File: src/rtl/pistorm_pkg.sv
// Shared constants and state encoding for the 68000 bus-slave responder.
// Address widths, default window/timeout values and the address-decode helper.
package pistorm_pkg;

    localparam int ADDR_W      = 23;
    localparam int BYTE_ADDR_W = 24;
    localparam int DATA_W      = 16;
    localparam int CNT_W       = 8;

    localparam logic [CNT_W-1:0]       TIMEOUT_DEFAULT   = 8'd255;
    localparam logic [BYTE_ADDR_W-1:0] BASE_ADDR_DEFAULT = 24'h200000;
    localparam logic [BYTE_ADDR_W-1:0] ADDR_MASK_DEFAULT = 24'hE00000;

    typedef enum logic [2:0] {
        ST_IDLE    = 3'd0,
        ST_CAPTURE = 3'd1,
        ST_BACKEND = 3'd2,
        ST_ACK     = 3'd3,
        ST_FAULT   = 3'd4,
        ST_RELEASE = 3'd5
    } bus_state_t;

    // The bus carries word addresses; A0 is implied zero for the window compare.
    function automatic logic addr_hit(
        input logic [ADDR_W-1:0]      word_addr,
        input logic [BYTE_ADDR_W-1:0] base,
        input logic [BYTE_ADDR_W-1:0] mask
    );
        return (({word_addr, 1'b0} & mask) == (base & mask));
    endfunction

endpackage

File: src/rtl/m68k_sync.sv
// Parameterized-width two-flop synchronizer with a selectable reset value,
// used to bring the asynchronous 68000 strobes into the PI_CLK domain.
module m68k_sync #(
    parameter int               WIDTH     = 1,
    parameter logic [WIDTH-1:0] RESET_VAL = '0
) (
    input  logic             clk,
    input  logic             rst,
    input  logic [WIDTH-1:0] d,
    output logic [WIDTH-1:0] q
);

    logic [WIDTH-1:0] meta;

    always_ff @(posedge clk) begin
        if (rst) begin
            meta <= RESET_VAL;
            q    <= RESET_VAL;
        end else begin
            meta <= d;
            q    <= meta;
        end
    end

endmodule

File: src/rtl/m68k_bus_responder.sv
// 68000 bus slave: decodes an address window, forwards hits to a backend
// through a request/ack handshake and answers the CPU with DTACK or BERR.
module m68k_bus_responder
    import pistorm_pkg::*;
#(
    parameter logic [BYTE_ADDR_W-1:0] BASE_ADDR = BASE_ADDR_DEFAULT,
    parameter logic [BYTE_ADDR_W-1:0] ADDR_MASK = ADDR_MASK_DEFAULT,
    parameter logic [CNT_W-1:0]       TIMEOUT   = TIMEOUT_DEFAULT
) (
    input  logic              PI_CLK,
    input  logic              PI_RST,
    input  logic              M68K_AS_n,
    input  logic              M68K_UDS_n,
    input  logic              M68K_LDS_n,
    input  logic              M68K_RW,
    input  logic [ADDR_W-1:0] M68K_A,
    input  logic [DATA_W-1:0] M68K_D_IN,
    output logic [DATA_W-1:0] M68K_D_OUT,
    output logic              M68K_D_OE,
    output logic              M68K_DTACK_n,
    output logic              M68K_BERR_n,
    output logic              BK_REQ,
    output logic              BK_WE,
    output logic [ADDR_W-1:0] BK_ADDR,
    output logic [1:0]        BK_BE,
    output logic [DATA_W-1:0] BK_WDATA,
    input  logic              BK_ACK,
    input  logic [DATA_W-1:0] BK_RDATA
);

    logic [3:0] sync_q;
    logic       as_n_s;
    logic       uds_n_s;
    logic       lds_n_s;
    logic       rw_s;

    m68k_sync #(
        .WIDTH     (4),
        .RESET_VAL (4'b1111)
    ) u_sync (
        .clk (PI_CLK),
        .rst (PI_RST),
        .d   ({M68K_AS_n, M68K_UDS_n, M68K_LDS_n, M68K_RW}),
        .q   (sync_q)
    );

    assign {as_n_s, uds_n_s, lds_n_s, rw_s} = sync_q;

    logic as_low;
    logic ds_low;
    assign as_low = !as_n_s;
    assign ds_low = !uds_n_s || !lds_n_s;

    // settle_q marks when the synchronizer holds real samples after reset;
    // armed_q then requires one AS-high sighting so a cycle already in
    // flight across reset release is never picked up half-way.
    logic [1:0] settle_q;
    logic       armed_q;

    bus_state_t        state_q;
    bus_state_t        state_d;
    logic [CNT_W-1:0]  cnt_q;
    logic [CNT_W-1:0]  cnt_d;
    logic [CNT_W-1:0]  cnt_inc;
    logic              req_d;
    logic              we_d;
    logic [ADDR_W-1:0] addr_d;
    logic [1:0]        be_d;
    logic [DATA_W-1:0] wdata_d;
    logic [DATA_W-1:0] dout_d;
    logic              oe_d;
    logic              dtack_d;
    logic              berr_d;
    logic              ack_valid;

    assign cnt_inc = cnt_q + 8'd1;

    // Backend handshake: BK_REQ is raised once per transfer and held with
    // BK_ADDR/BK_BE/BK_WE/BK_WDATA stable until a single-cycle BK_ACK is
    // sampled while BK_REQ is high; an ack with BK_REQ low means nothing.
    assign ack_valid = BK_ACK && BK_REQ;

    always_comb begin
        state_d = state_q;
        cnt_d   = cnt_q;
        req_d   = BK_REQ;
        we_d    = BK_WE;
        addr_d  = BK_ADDR;
        be_d    = BK_BE;
        wdata_d = BK_WDATA;
        dout_d  = M68K_D_OUT;
        oe_d    = M68K_D_OE;
        dtack_d = M68K_DTACK_n;
        berr_d  = M68K_BERR_n;

        case (state_q)
            ST_IDLE: begin
                if (as_low && armed_q) begin
                    state_d = ST_CAPTURE;
                end
            end

            ST_CAPTURE: begin
                if (!as_low) begin
                    state_d = ST_IDLE;
                end else if (ds_low) begin
                    addr_d  = M68K_A;
                    be_d    = ~{uds_n_s, lds_n_s};
                    we_d    = ~rw_s;
                    wdata_d = M68K_D_IN;
                    if (addr_hit(M68K_A, BASE_ADDR, ADDR_MASK)) begin
                        req_d   = 1'b1;
                        cnt_d   = '0;
                        state_d = ST_BACKEND;
                    end else begin
                        state_d = ST_RELEASE;
                    end
                end
            end

            ST_BACKEND: begin
                // Ack is tested first so it wins over a coincident timeout.
                if (ack_valid) begin
                    req_d = 1'b0;
                    if (!BK_WE) begin
                        dout_d = BK_RDATA;
                    end
                    if (as_low) begin
                        dtack_d = 1'b0;
                        oe_d    = ~BK_WE;
                        state_d = ST_ACK;
                    end else begin
                        state_d = ST_IDLE;
                    end
                end else begin
                    cnt_d = cnt_inc;
                    if (cnt_inc == TIMEOUT) begin
                        req_d   = 1'b0;
                        berr_d  = 1'b0;
                        state_d = ST_FAULT;
                    end
                end
            end

            ST_ACK: begin
                if (!as_low) begin
                    dtack_d = 1'b1;
                    oe_d    = 1'b0;
                    state_d = ST_IDLE;
                end
            end

            ST_FAULT: begin
                if (!as_low) begin
                    berr_d  = 1'b1;
                    state_d = ST_IDLE;
                end
            end

            ST_RELEASE: begin
                if (!as_low) begin
                    state_d = ST_IDLE;
                end
            end

            default: begin
                state_d = ST_IDLE;
            end
        endcase
    end

    always_ff @(posedge PI_CLK) begin
        if (PI_RST) begin
            state_q      <= ST_IDLE;
            cnt_q        <= '0;
            settle_q     <= 2'b00;
            armed_q      <= 1'b0;
            BK_REQ       <= 1'b0;
            BK_WE        <= 1'b0;
            BK_ADDR      <= '0;
            BK_BE        <= 2'b00;
            BK_WDATA     <= '0;
            M68K_D_OUT   <= '0;
            M68K_D_OE    <= 1'b0;
            M68K_DTACK_n <= 1'b1;
            M68K_BERR_n  <= 1'b1;
        end else begin
            state_q      <= state_d;
            cnt_q        <= cnt_d;
            settle_q     <= {settle_q[0], 1'b1};
            armed_q      <= armed_q | (settle_q[1] & as_n_s);
            BK_REQ       <= req_d;
            BK_WE        <= we_d;
            BK_ADDR      <= addr_d;
            BK_BE        <= be_d;
            BK_WDATA     <= wdata_d;
            M68K_D_OUT   <= dout_d;
            M68K_D_OE    <= oe_d;
            M68K_DTACK_n <= dtack_d;
            M68K_BERR_n  <= berr_d;
        end
    end

endmodule
File: config.mk
export PLATFORM = sky130hd
export DESIGN_NAME = m68k_bus_responder
export DESIGN_NICKNAME = d
export VERILOG_FILES = /design/src/rtl/pistorm_pkg.sv /design/src/rtl/m68k_sync.sv /design/src/rtl/m68k_bus_responder.sv
export SDC_FILE = /design/constraint.sdc
export NUM_CORES = 1
export LEC_CHECK = 0
export ABC_AREA = 1
export ABC_CLOCK_PERIOD_IN_PS = 2300
export BUFFER_PORTS_ARGS = -buffer_cell sky130_fd_sc_hd__buf_2
export CAP_MARGIN = 30
export CORE_MARGIN = 4
export CORE_UTILIZATION = 40
export CTS_CLUSTER_SIZE = 30
export DETAILED_ROUTE_END_ITERATION = 16
export PLACE_DENSITY = 0.75
export SLEW_MARGIN = 40
export SYNTH_ARGS = -nofsm -noshare
export SYNTH_HDL_FRONTEND = slang
export SYNTH_SLANG_ARGS = --single-unit
export TNS_END_PERCENT = 1
File: constraint.sdc
create_clock -name PI_CLK -period 2.3 [get_ports PI_CLK]
set_clock_uncertainty 0.15 [all_clocks]
set_input_delay 0.23 -clock PI_CLK [delete_from_list [all_inputs] [get_ports PI_CLK]]
set_output_delay 0.23 -clock PI_CLK [all_outputs]
set_load 0.005 [all_outputs]
==> results of run 1 <==
## layout make-up
type,instances,share of cell area
Multi-Input combinational cell,293,0.297
Inverter,24,0.0191
Timing Repair Buffer,186,0.262
Clock buffer,10,0.0271
Sequential cell,84,0.357
Tap cell,102,0.0271
Clock inverter,6,0.0101
## cell usage after synthesis (2+ instances only)
cell	instances	area share
inv_1	18	0.021
dfxtp_1	84	0.51
clkbuf_1	8	0.0092
o211ai_1	3	0.0069
ha_1	2	0.0076
nor2_1	111	0.13
nand3_1	16	0.024
buf_2	6	0.0092
nor2_4	2	0.0069
inv_2	6	0.0069
nand2_2	3	0.0057
nand4_1	3	0.0057
or2_2	9	0.017
a21oi_1	18	0.028
buf_6	3	0.010
nor2_8	2	0.012
a31oi_1	2	0.0038
nand2_1	45	0.052
nor2_2	10	0.019
o21ai_0	59	0.090
o21bai_1	2	0.0046
## cell families (layout without fill, tap and decap cells)
| group | after synthesis | in the layout | synth area share |
|---|---|---|---|
| compound gates | 85 | 85 | 0.136 |
| fa+ha+maj | 2 | 2 | 0.00764 |
| buf+inv | 42 | 226 | 0.0585 |
| flops | 84 | 84 | 0.514 |
| simple gates | 206 | 206 | 0.284 |
## where the power goes
| part | internal, mW | switching (mW) |
|---|---|---|
| Combinational | 0.181 | 0.177 |
| Clock | 0.400 | 0.546 |
| Sequential | 1.49 | 0.0349 |
| Total | 2.07 | 0.757 |
## worst min path at each step
stage                start              to  slack [ns]
2_1_floorplan      M68K_RW  u_sync.meta[0]        0.18
3_3_place_gp   settle_q[0]     settle_q[1]        0.24
3_5_place_dp   settle_q[0]     settle_q[1]        0.25
4_1_cts             PI_RST        BK_BE[1]        0.13
5_1_grt             PI_RST         armed_q        0.14
6_report            PI_RST         armed_q        0.14
## layer usage
metal	global-route usage	up-vias	routed length, um	share of wire
li1	-	1704	-	-
met1	0.246	1555	4070	0.43
met2	0.337	142	4500	0.47
met3	0.0524	27	706	0.074
met4	0.0956	0	303	0.032
met5	0	-	0	0
## state kept, by name, summed over array words and instances (netlist names)
register / count
M68K_BERR_n: 1
settle_q: 2
BK_REQ: 1
M68K_D_OE: 1
cnt_q: 8
BK_WDATA: 16
u_sync.q: 4
M68K_DTACK_n: 1
M68K_D_OUT: 16
BK_ADDR: 23
armed_q: 1
BK_WE: 1
state_q: 3
u_sync.meta: 4
BK_BE: 2
## critical path, delay by kind of cell, from the launching register on
kind / cells / cell delay (ns)
AND/OR/NAND/NOR: 6 / 0.88
buffers and inverters: 1 / 0.34
flip-flops: 1 / 0.47
## timing repair
action | 4_1_cts | 5_1_grt
hold buffers | 59 | 0
buffers inserted | 0 | 0
endpoints found under the hold margin | 59 | 0
setup endpoints to repair | 0 | 0
## per-stage QoR
step | std cells | area [um^2] | hold WS [ns]
2_1_floorplan | 419 | 3270 | 0.184
3_3_place_gp | 630 | 3950 | 0.240
3_5_place_dp | 630 | 3950 | 0.246
4_1_cts | 705 | 4710 | 0.131
5_1_grt | 705 | 4710 | 0.143
6_report | 705 | 4710 | 0.141
## layout by cell type (no fill, tap or decap), types with 2 or more instances in the layout
cell type and count:
a21oi_1 18, o21bai_1 2, dlygate4sd3_1 59, or2_2 9
nand4_1 3, a31oi_1 2, nor2_1 111, inv_6 2
ha_1 2, clkinvlp_4 4, inv_2 6, clkbuf_8 9
nand2_1 45, o21ai_0 59, nand3_1 16, dfxtp_1 84
buf_4 4, o211ai_1 3, buf_2 123, nor2_4 2
nor2_2 10, nor2_8 2, inv_1 18, nand2_2 3
==> results.md, run 1 <==
* Synth Instances at 419
* Antenna-violating nets left at 0
* Final design utilization at 0.600
* Resized cells post-CTS at 0
* Final Hold Fails at 0
* Worst R2R End: BK_ADDR[6]
* H-tree depth at 3
* Worst-Margin Slew at 0.757 ns
* Total Wirelength at 9.58 mm
* HP Class: input pin to register
* Synth Cell Area at 0.00327 mm^2
* Die Footprint at ~0.0097 mm^2
* Max-cap violations at 0
* Core Footprint at 0.00785 mm^2
* Vias at 3,428
* Register bit total from synthesis at 84
* Crit-path max cell delay at 0.47 ns
* Critical Path Sink Type: register
* First-pass GRT wire length at 16.2 mm
* Nature of the critical path startpoint: register
* Critical path type: register to register
* CTS Sinks at 84
* Period minus WS final at 1.97 ns
* Register area at between 0.0015 and 0.002 mm^2
* Post-synth EDFFs at 0
* CTS buffer count at 9
* Period utilisation layout at 0.856
* DP HPWL at 5.97 mm
* Gpl congestion at roughly 0.79
* Overall power at 2.82 mW
* Yosys Warn Count at 0
* Main synth FF type: dfxtp_1
* Layout net count at 662
* Layout cell share with drive strength beyond 1 at 0.294
* Via density per instance at slightly below 5
* Power per Cell Area at 600 mW/mm^2
* Area of the multi-input gates at about 0.0014 mm^2
* Initial Util at 0.417
* Worst EP required at about 2.4 ns
* Final global-route overflow total at 0
* Drt pass-1 iters at 5
* Worst setup endpoint: BK_ADDR[6]
* DRC Markers at 0
* Die W at 98.5 um
* Worst skew pair latency at 0.35 ns
* CP Cell Sequence: nand2_2 -> nor2_4 -> nand2_4 -> nor2_8 -> inv_2 -> nor2_1 -> nor2_1
* Final setup TNS at 0 ns
* VDD IR max at approximately 0.00043 V
* Most used cell, CP: nor2_1
* CTS Buffer Depth at 2
* Post-synth cell types at 28
* Max_slew headroom at 0.494
* Leak Pwr at 2.28 nW
* RSZ-0062 raised after global routing: false
* Critical Path Slowest Stage Cell: dfxtp_1
* # setup viols final at 0
* Critical path startpoint: state_q[0]
* Die Y at 98.5 um
* CTS tree: yes
* Min-Delay Path Depth at 2
* Area grow syn2layout at 43.9%
* Sequential-to-total area share from yosys stat at 0.514
* Reg-to-reg slack, setup at 0.33 ns
* FF-to-FF Start: state_q[0]
* Fin. max-slew vios at 0
* Count of input and output buffers at 123
* Dpl ws at 0.377 ns
* Worst Reg-to-Reg Cells at 7
* GRT Resource Usage Total at 0.203
* Row cnt at 32
* Drt wl/cell at 13.6 um
* Worst endpoint data arrival time at 2.06 ns
* Synth Net Count at 483
* Maximum clock rate at 0.508 GHz
* CTS root buf: clkbuf_8
* Antenna violations before repair at 0
* Outcome: completed
* Clock slew at reported path FFs at approximately 0.090 ns
* Filler cell count at roughly 700
* Drt initial violations at roughly 180
* Num ports at between 100 and 150
* Final Worst Setup Slack at 0.331 ns
* Async SR Flop Fraction at 0
* Largest net degree at the start of global routing at 40
* Syn avg cell area at 7.81 um^2
* Vias in the first global route at 3,513
* Antenna fix cells at 0
* Critical path peak fanout at 39
No activity file was read; power rests on OpenSTA's default activity.
==> inputs of run 2 (changes only) <==
--- a/config.mk
+++ b/config.mk
@@ -6,15 +6,14 @@
 export NUM_CORES = 1
 export LEC_CHECK = 0
 export ABC_AREA = 1
-export ABC_CLOCK_PERIOD_IN_PS = 2300
+export ABC_CLOCK_PERIOD_IN_PS = 2400
 export BUFFER_PORTS_ARGS = -buffer_cell sky130_fd_sc_hd__buf_2
 export CAP_MARGIN = 30
 export CORE_MARGIN = 4
 export CORE_UTILIZATION = 40
 export CTS_CLUSTER_SIZE = 30
 export DETAILED_ROUTE_END_ITERATION = 16
-export PLACE_DENSITY = 0.75
-export SLEW_MARGIN = 40
+export PLACE_DENSITY_LB_ADDON = 0.2
 export SYNTH_ARGS = -nofsm -noshare
 export SYNTH_HDL_FRONTEND = slang
 export SYNTH_SLANG_ARGS = --single-unit
==> constraint.sdc (replaced) <==
create_clock -name PI_CLK -period 2.4 [get_ports PI_CLK]
set_clock_uncertainty 0.15 [all_clocks]
set_input_delay 0.24 -clock PI_CLK [delete_from_list [all_inputs] [get_ports PI_CLK]]
set_output_delay 0.24 -clock PI_CLK [all_outputs]
set_load 0.005 [all_outputs]
==> results.md, run 2 (synthesis gave the netlist of run 1 again) <==
* Worst Reg-to-Reg Cells at 8 (+1)
* CTS tree: yes
* Drt initial violations at 107 (-42%)
* Antenna fix cells at 0 (unchanged)
* Critical path peak fanout at 7 (-82%)
* Antenna violations before repair at 0 (unchanged)
* FF-to-FF Start: state_q[2]
* HP Class: input pin to register
* Total Wirelength at 9.12 mm (-4.8%)
* # setup viols final at 0 (unchanged)
* RSZ-0062 raised after global routing: false
* Top flop regs: BK_ADDR x23, BK_WDATA x16, M68K_D_OUT x16
* WHS Endpoint: M68K_D_OE
* Crit-path max cell delay at 0.54 ns (+0.07 ns)
* Max-cap violations at 0 (unchanged)
* Critical Path Sink Type: register
* Clock slew at reported path FFs at 0.08 ns (about the same)
* Final setup TNS at 0 ns (unchanged)
* Overall power at 2.72 mW (-3.8%)
* Gpl congestion at 0.822 (+3.7%)
* CTS Buffer Depth at 2 (unchanged)
* Die Footprint at 0.00969 mm^2 (unchanged)
* CTS Sinks at 84 (unchanged)
* Fin. max-slew vios at 0 (unchanged)
* Hold_sp: PI_RST
* Drt wl/cell at 13.0 um (-4.7%)
* Power per Cell Area at 577 mW/mm^2 (-3.8%)
* Layout cell share with drive strength beyond 1 at 0.292 (-0.00117)
* Count of input and output buffers at 123 (unchanged)
* Die Y at 98.5 um (unchanged)
* Core Footprint at 0.00785 mm^2 (unchanged)
* Reg-to-reg slack, setup at 0.55 ns (+0.22 ns)
* DRC Markers at 0 (unchanged)
* Vias at 3,334 (-2.7%)
* Antenna-violating nets left at 0 (unchanged)
* Initial Util at 0.417 (unchanged)
* Top reg by flops: BK_ADDR
* Cell family with most CP delay: buffers and inverters
* Most common cell after layout, fill and taps aside: buf_2
* Most used cell, CP: nand2_1
* Min-Delay Path Depth at 3 (+1)
* Die W at 98.5 um (unchanged)
* GRT Resource Usage Total at 0.186 (-0.0167)
* CP Cell Sequence: dlygate4sd3_1 -> buf_2 -> nor3_1 -> inv_1 -> nand2_1 -> nand3_1 -> inv_1 -> nand2_1 -> nand2_1 -> a21oi_1
* First-pass GRT wire length at 15.0 mm (-7.4%)
* Min Hold Slack at 0.213 ns (+0.0724 ns)
* Worst endpoint data arrival time at 1.96 ns (-0.10 ns)
* CTS root buf: clkbuf_8
* Maximum clock rate at about 0.53 GHz
* Nature of the critical path startpoint: input pin
* Largest net degree at the start of global routing at 43 (+7.5%)
* Final Hold Fails at 0 (unchanged)
* Max reg flops at 23 (unchanged)
* Most frequent cells in the layout: buf_2 (123), nor2_1 (111), dfxtp_1 (84)
* Period utilisation layout at 0.786
* Outcome: completed
* CTS buffer count at 9 (unchanged)
* Filler cell count at 725 (+3.4%)
* Worst EP required at 2.47 ns (+0.08 ns)
* Layout net count at 662 (unchanged)
* Dpl ws at 0.551 ns (+0.173 ns)
* Worst-Margin Slew at 0.744 ns (-0.0135 ns)
* Vias in the first global route at 3,181 (-9.5%)
* Final Worst Setup Slack at 0.512 ns (+0.182 ns)
* Via density per instance at 4.74 (-2.6%)
* DP HPWL at 5.72 mm (-4.2%)
* Final global-route overflow total at 0 (unchanged)
* Critical Path Slowest Stage Cell: dlygate4sd3_1
* Worst skew pair latency at 0.34 ns (about the same)
* Drt pass-1 iters at 4 (-1)
* Max_slew headroom at 0.504 (+0.00902)
* Leak Pwr at 2.30 nW (+0.55%)
* Critical path type: input pin to register
* Area grow syn2layout at 44.0% (about the same)
* VDD IR max at 0.000299 V (-31%)
* Total setup buffers inserted after CTS at 0 (unchanged)
* WP buf/inv at 4 (+3)
* Row cnt at 32 (unchanged)
* Num ports at 124 (unchanged)
* Period minus WS final at roughly 1.9 ns
* H-tree depth at 3 (unchanged)
* Worst R2R End: BK_BE[0]
[run 2: changes by cell type in the layout (fill, tap and decap cells not counted), sizes merged]
cell      change
clkbuf        +2
clkinv        +1
clkinvlp      -3
inv           -1
[run 2: layout make-up]
cell class | count | area (um^2) | area share
multi-input cells | 293 | 1400 | 0.297
well taps | 102 | 128 | 0.0271
clock inverters | 3 | 21.3 | 0.00451
repair buffers | 186 | 1240 | 0.262
flip-flops and latches | 84 | 1680 | 0.357
clock buffers | 12 | 155 | 0.0329
inverters | 24 | 90.1 | 0.0191
[run 2: worst reg2reg max path, stage by stage, from the launching register on]
cell and delay (ns):
dfxtp_1 0.45, inv_2 0.10, nand2_2 0.09, nor2_4 0.05, nand2_4 0.12, nor2_8 0.04, inv_2 0.54, nand2_1 0.10
a21oi_1 0.15
[run 2: power breakdown]
part	switching (mW)	internal [mW]
clock	0.489	0.430
sequential	0.0339	1.42
combinational	0.166	0.174
total	0.689	2.03
[run 2: per-layer routing]
metal | track usage | vias up | share of wire
met3 | 0.0644 | 18 | 0.071
met4 | 0.0620 | 0 | 0.017
li1 | - | 1701 | -
met5 | 0 | - | 0
met2 | 0.307 | 119 | 0.48
met1 | 0.229 | 1496 | 0.43
[run 2: what timing repair did]
item                                   CTS  global route
gates resized for setup                  0             0
hold buffers                            59             0
endpoints found under the hold margin   59             0
[run 2: worst max path at each step]
stage                           from          to  slack, ns  cells after the start
after CTS                 M68K_A[22]    cnt_q[7]       0.49                     10
after floorplan             cnt_q[0]  state_q[1]       0.77                     10
final                     M68K_A[22]    cnt_q[5]       0.51                     10
after detailed placement  state_q[2]    BK_BE[0]       0.55                      8
after global routing      M68K_A[22]    cnt_q[6]       0.29                     10
after global placement    state_q[2]    BK_BE[0]       0.60                      8
[run 2: stage by stage]
stage          instances  cell area, um^2  utilization
2_1_floorplan        419             3270            -
3_3_place_gp         630             3950        0.503
3_5_place_dp         630             3950        0.503
4_1_cts              704             4710        0.600
5_1_grt              704             4710        0.600
6_report             704             4710        0.600
==> inputs of run 3 (changes only) <==
--- a/config.mk
+++ b/config.mk
@@ -6,7 +6,7 @@
 export NUM_CORES = 1
 export LEC_CHECK = 0
 export ABC_AREA = 1
-export ABC_CLOCK_PERIOD_IN_PS = 2400
+export ABC_CLOCK_PERIOD_IN_PS = 1700
 export BUFFER_PORTS_ARGS = -buffer_cell sky130_fd_sc_hd__buf_2
 export CAP_MARGIN = 30
 export CORE_MARGIN = 4
==> constraint.sdc (replaced) <==
create_clock -name PI_CLK -period 1.7 [get_ports PI_CLK]
set_clock_uncertainty 0.15 [all_clocks]
set_input_delay 0.17 -clock PI_CLK [delete_from_list [all_inputs] [get_ports PI_CLK]]
set_output_delay 0.17 -clock PI_CLK [all_outputs]
set_load 0.005 [all_outputs]
==> results.md, run 3 (synthesis gave the netlist of run 1 again) <==
* Outcome: completed
* Dpl ws at -0.0912 ns (-0.642 ns)
* Int Power at 3.02 mW (+49%)
* Critical path peak fanout at 6 (-1)
* Layout net count at 673 (+1.7%)
* Total setup buffers inserted after CTS at 0 (unchanged)
* Max reg flops at 23 (unchanged)
* Post-route design area at 0.00492 mm^2 (+4.5%)
* CTS Sinks at 84 (unchanged)
* Clock power frac at 0.356 (+0.018)
* Crit-path max cell delay at 0.37 ns (-0.17 ns)
* Leak Pwr at 2.38 nW (+3.6%)
* Worst-Margin Slew at 0.408 ns (-0.336 ns)
* H-tree depth at 3 (unchanged)
* Row cnt at 32 (unchanged)
* Min Hold Slack at 0.114 ns (-0.0994 ns)
* Critical Path Slowest Stage Cell: dfxtp_2
* Area grow syn2layout at 50.5%
* Vias in the first global route at 3,126 (-1.7%)
* Top flop regs: BK_ADDR x23, BK_WDATA x16, M68K_D_OUT x16
* Drt pass-1 iters at 5 (+1)
* HP Class: input pin to register
* Worst skew pair latency at 0.34 ns (about the same)
* Initial Util at 0.417 (unchanged)
* Period minus WS final at around 1.7 ns
* Final design utilization at 0.628 (+0.0271)
* Final Worst Setup Slack at 0.00833 ns (-0.504 ns)
* Drt wl/cell at 12.9 um (-0.24%)
* Die Footprint at 0.00969 mm^2 (unchanged)
* Fin. max-slew vios at 0 (unchanged)
* Final setup TNS at 0 ns (unchanged)
* Worst EP required at 1.78 ns (-0.69 ns)
* WP buf/inv at 1 (-3)
* Antenna violations before repair at 0 (unchanged)
* Net Sw Power at 1.04 mW (+51%)
* Gpl congestion at 0.848 (+3.2%)
* Via density per instance at 4.76 (+0.59%)
* Nature of the critical path startpoint: register
* Most frequent cells in the layout: buf_2 (123), nor2_1 (110), dfxtp_1 (79)
* Die W at 98.5 um (unchanged)
* Cell family with most CP delay: simple AND/OR/NAND/NOR gates
* Clock slew at reported path FFs at 0.08 ns (about the same)
* Final global-route overflow total at 0 (unchanged)
* Logic pwr share at 0.140 (+0.015)
* CP Cell Sequence: buf_4 -> nand3_2 -> o21bai_1 -> nand2_1 -> nor2_1 -> nand2_1 -> nand2_4 -> nand2_4 -> nand2_2 -> a21oi_1
* CTS Buffer Depth at 2 (unchanged)
* VDD IR max at 0.000485 V (+62%)
* GRT Resource Usage Total at 0.189 (+0.00222)
* Area of the multi-input gates at 0.00147 mm^2 (+5.1%)
* Layout cell share with drive strength beyond 1 at 0.342 (+0.0497)
* Filler cell count at 706 (-2.6%)
* First-pass GRT wire length at 15.1 mm (+0.23%)
* Period utilisation layout at 0.995
* Most common cell after layout, fill and taps aside: buf_2
* Worst endpoint data arrival time at 1.77 ns (-0.19 ns)
* CTS buffer count at 9 (unchanged)
* Drt initial violations at 96 (-10%)
* Vias at 3,411 (+2.3%)
* Core Footprint at 0.00785 mm^2 (unchanged)
* Total Wirelength at 9.25 mm (+1.5%)
* DP Area at 0.00403 mm^2 (+2.1%)
* Max_slew headroom at 0.728 (+0.225)
* Count of input and output buffers at 123 (unchanged)
* Critical Path Sink Type: register
* Register area at 0.00169 mm^2 (+0.52%)
* Net Sw Frac at 0.256 (+0.00212)
* DRC Markers at 0 (unchanged)
* # setup viols final at 0 (unchanged)
* Power per Cell Area at 824 mW/mm^2 (+43%)
* Largest net degree at the start of global routing at 43 (unchanged)
* Top reg by flops: BK_ADDR
* Max-cap violations at 0 (unchanged)
* Num ports at 124 (unchanged)
* Flop pwr share at 0.504 (-0.033)
* Maximum clock rate at 0.591 GHz
* Antenna-violating nets left at 0 (unchanged)
* CTS root buf: clkbuf_8
* CTS tree: yes
* Die Y at 98.5 um (unchanged)
* Final Hold Fails at 0 (unchanged)
* RSZ-0062 raised after global routing: true
* Antenna fix cells at 0 (unchanged)
* DP HPWL at 5.75 mm (+0.50%)
* Critical path type: register to register
run 3: changes by cell type in the layout (fill, tap and decap cells not counted), sizes merged:
cell	previous run	this run
buf	127	138
bufinv	0	1
clkbuf	12	11
clkinv	1	2
run 3: final cells by class:
cell class / instances / share of cell area
Tap cell: 102 / 0.0259
Clock buffer: 11 / 0.0287
Multi-Input combinational cell: 293 / 0.299
Timing Repair Buffer: 197 / 0.272
Inverter: 24 / 0.0193
Clock inverter: 5 / 0.0122
Sequential cell: 84 / 0.343
run 3: stage by stage:
step | std cells | total power [mW]
floorplan | 419 | 2.33
global placement | 641 | 2.50
detailed placement | 641 | 2.51
CTS | 716 | 4.06
global route | 716 | 4.27
finish | 716 | 4.06
run 3: final timing paths:
| check | from | to | cells after the start | slack (ns) |
|---|---|---|---|---|
| max | cnt_q[1] | state_q[0] | 10 | 0.008 |
| max reg2reg | cnt_q[1] | state_q[0] | 10 | 0.008 |
| min | PI_RST | state_q[1] | 3 | 0.11 |
| min reg2reg | settle_q[0] | settle_q[1] | 2 | 0.26 |
run 3: power by group through the flow:
stage	logic (mW)	registers, mW	clock network, mW
3_5_place_dp	0.415	2.09	0
4_1_cts	0.521	2.05	1.49
6_report	0.567	2.05	1.45
3_3_place_gp	0.407	2.09	0
2_1_floorplan	0.236	2.10	0
5_1_grt	0.626	2.05	1.59
run 3: routing by layer:
layer	wire length (um)	up-vias	share of wire	GRT usage
met3	788	17	0.085	0.0616
met4	164	0	0.018	0.0630
met1	3990	1536	0.43	0.244
met2	4310	129	0.47	0.298
li1	-	1729	-	-
met5	0	-	0	0
run 3: timing repair:
| action | 4_1_cts | 5_1_grt |
|---|---|---|
| hold endpoints to repair | 59 | 0 |
| setup endpoints to repair | 40 | 53 |
| pin swaps | 0 | 11 |
| hold buffers | 59 | 0 |
| resized for setup | 5 | 28 |
run 3: worst min-delay path, cell delays in order:
cell     delay, ns
buf_2         0.10
buf_4         0.25
a21oi_2       0.04
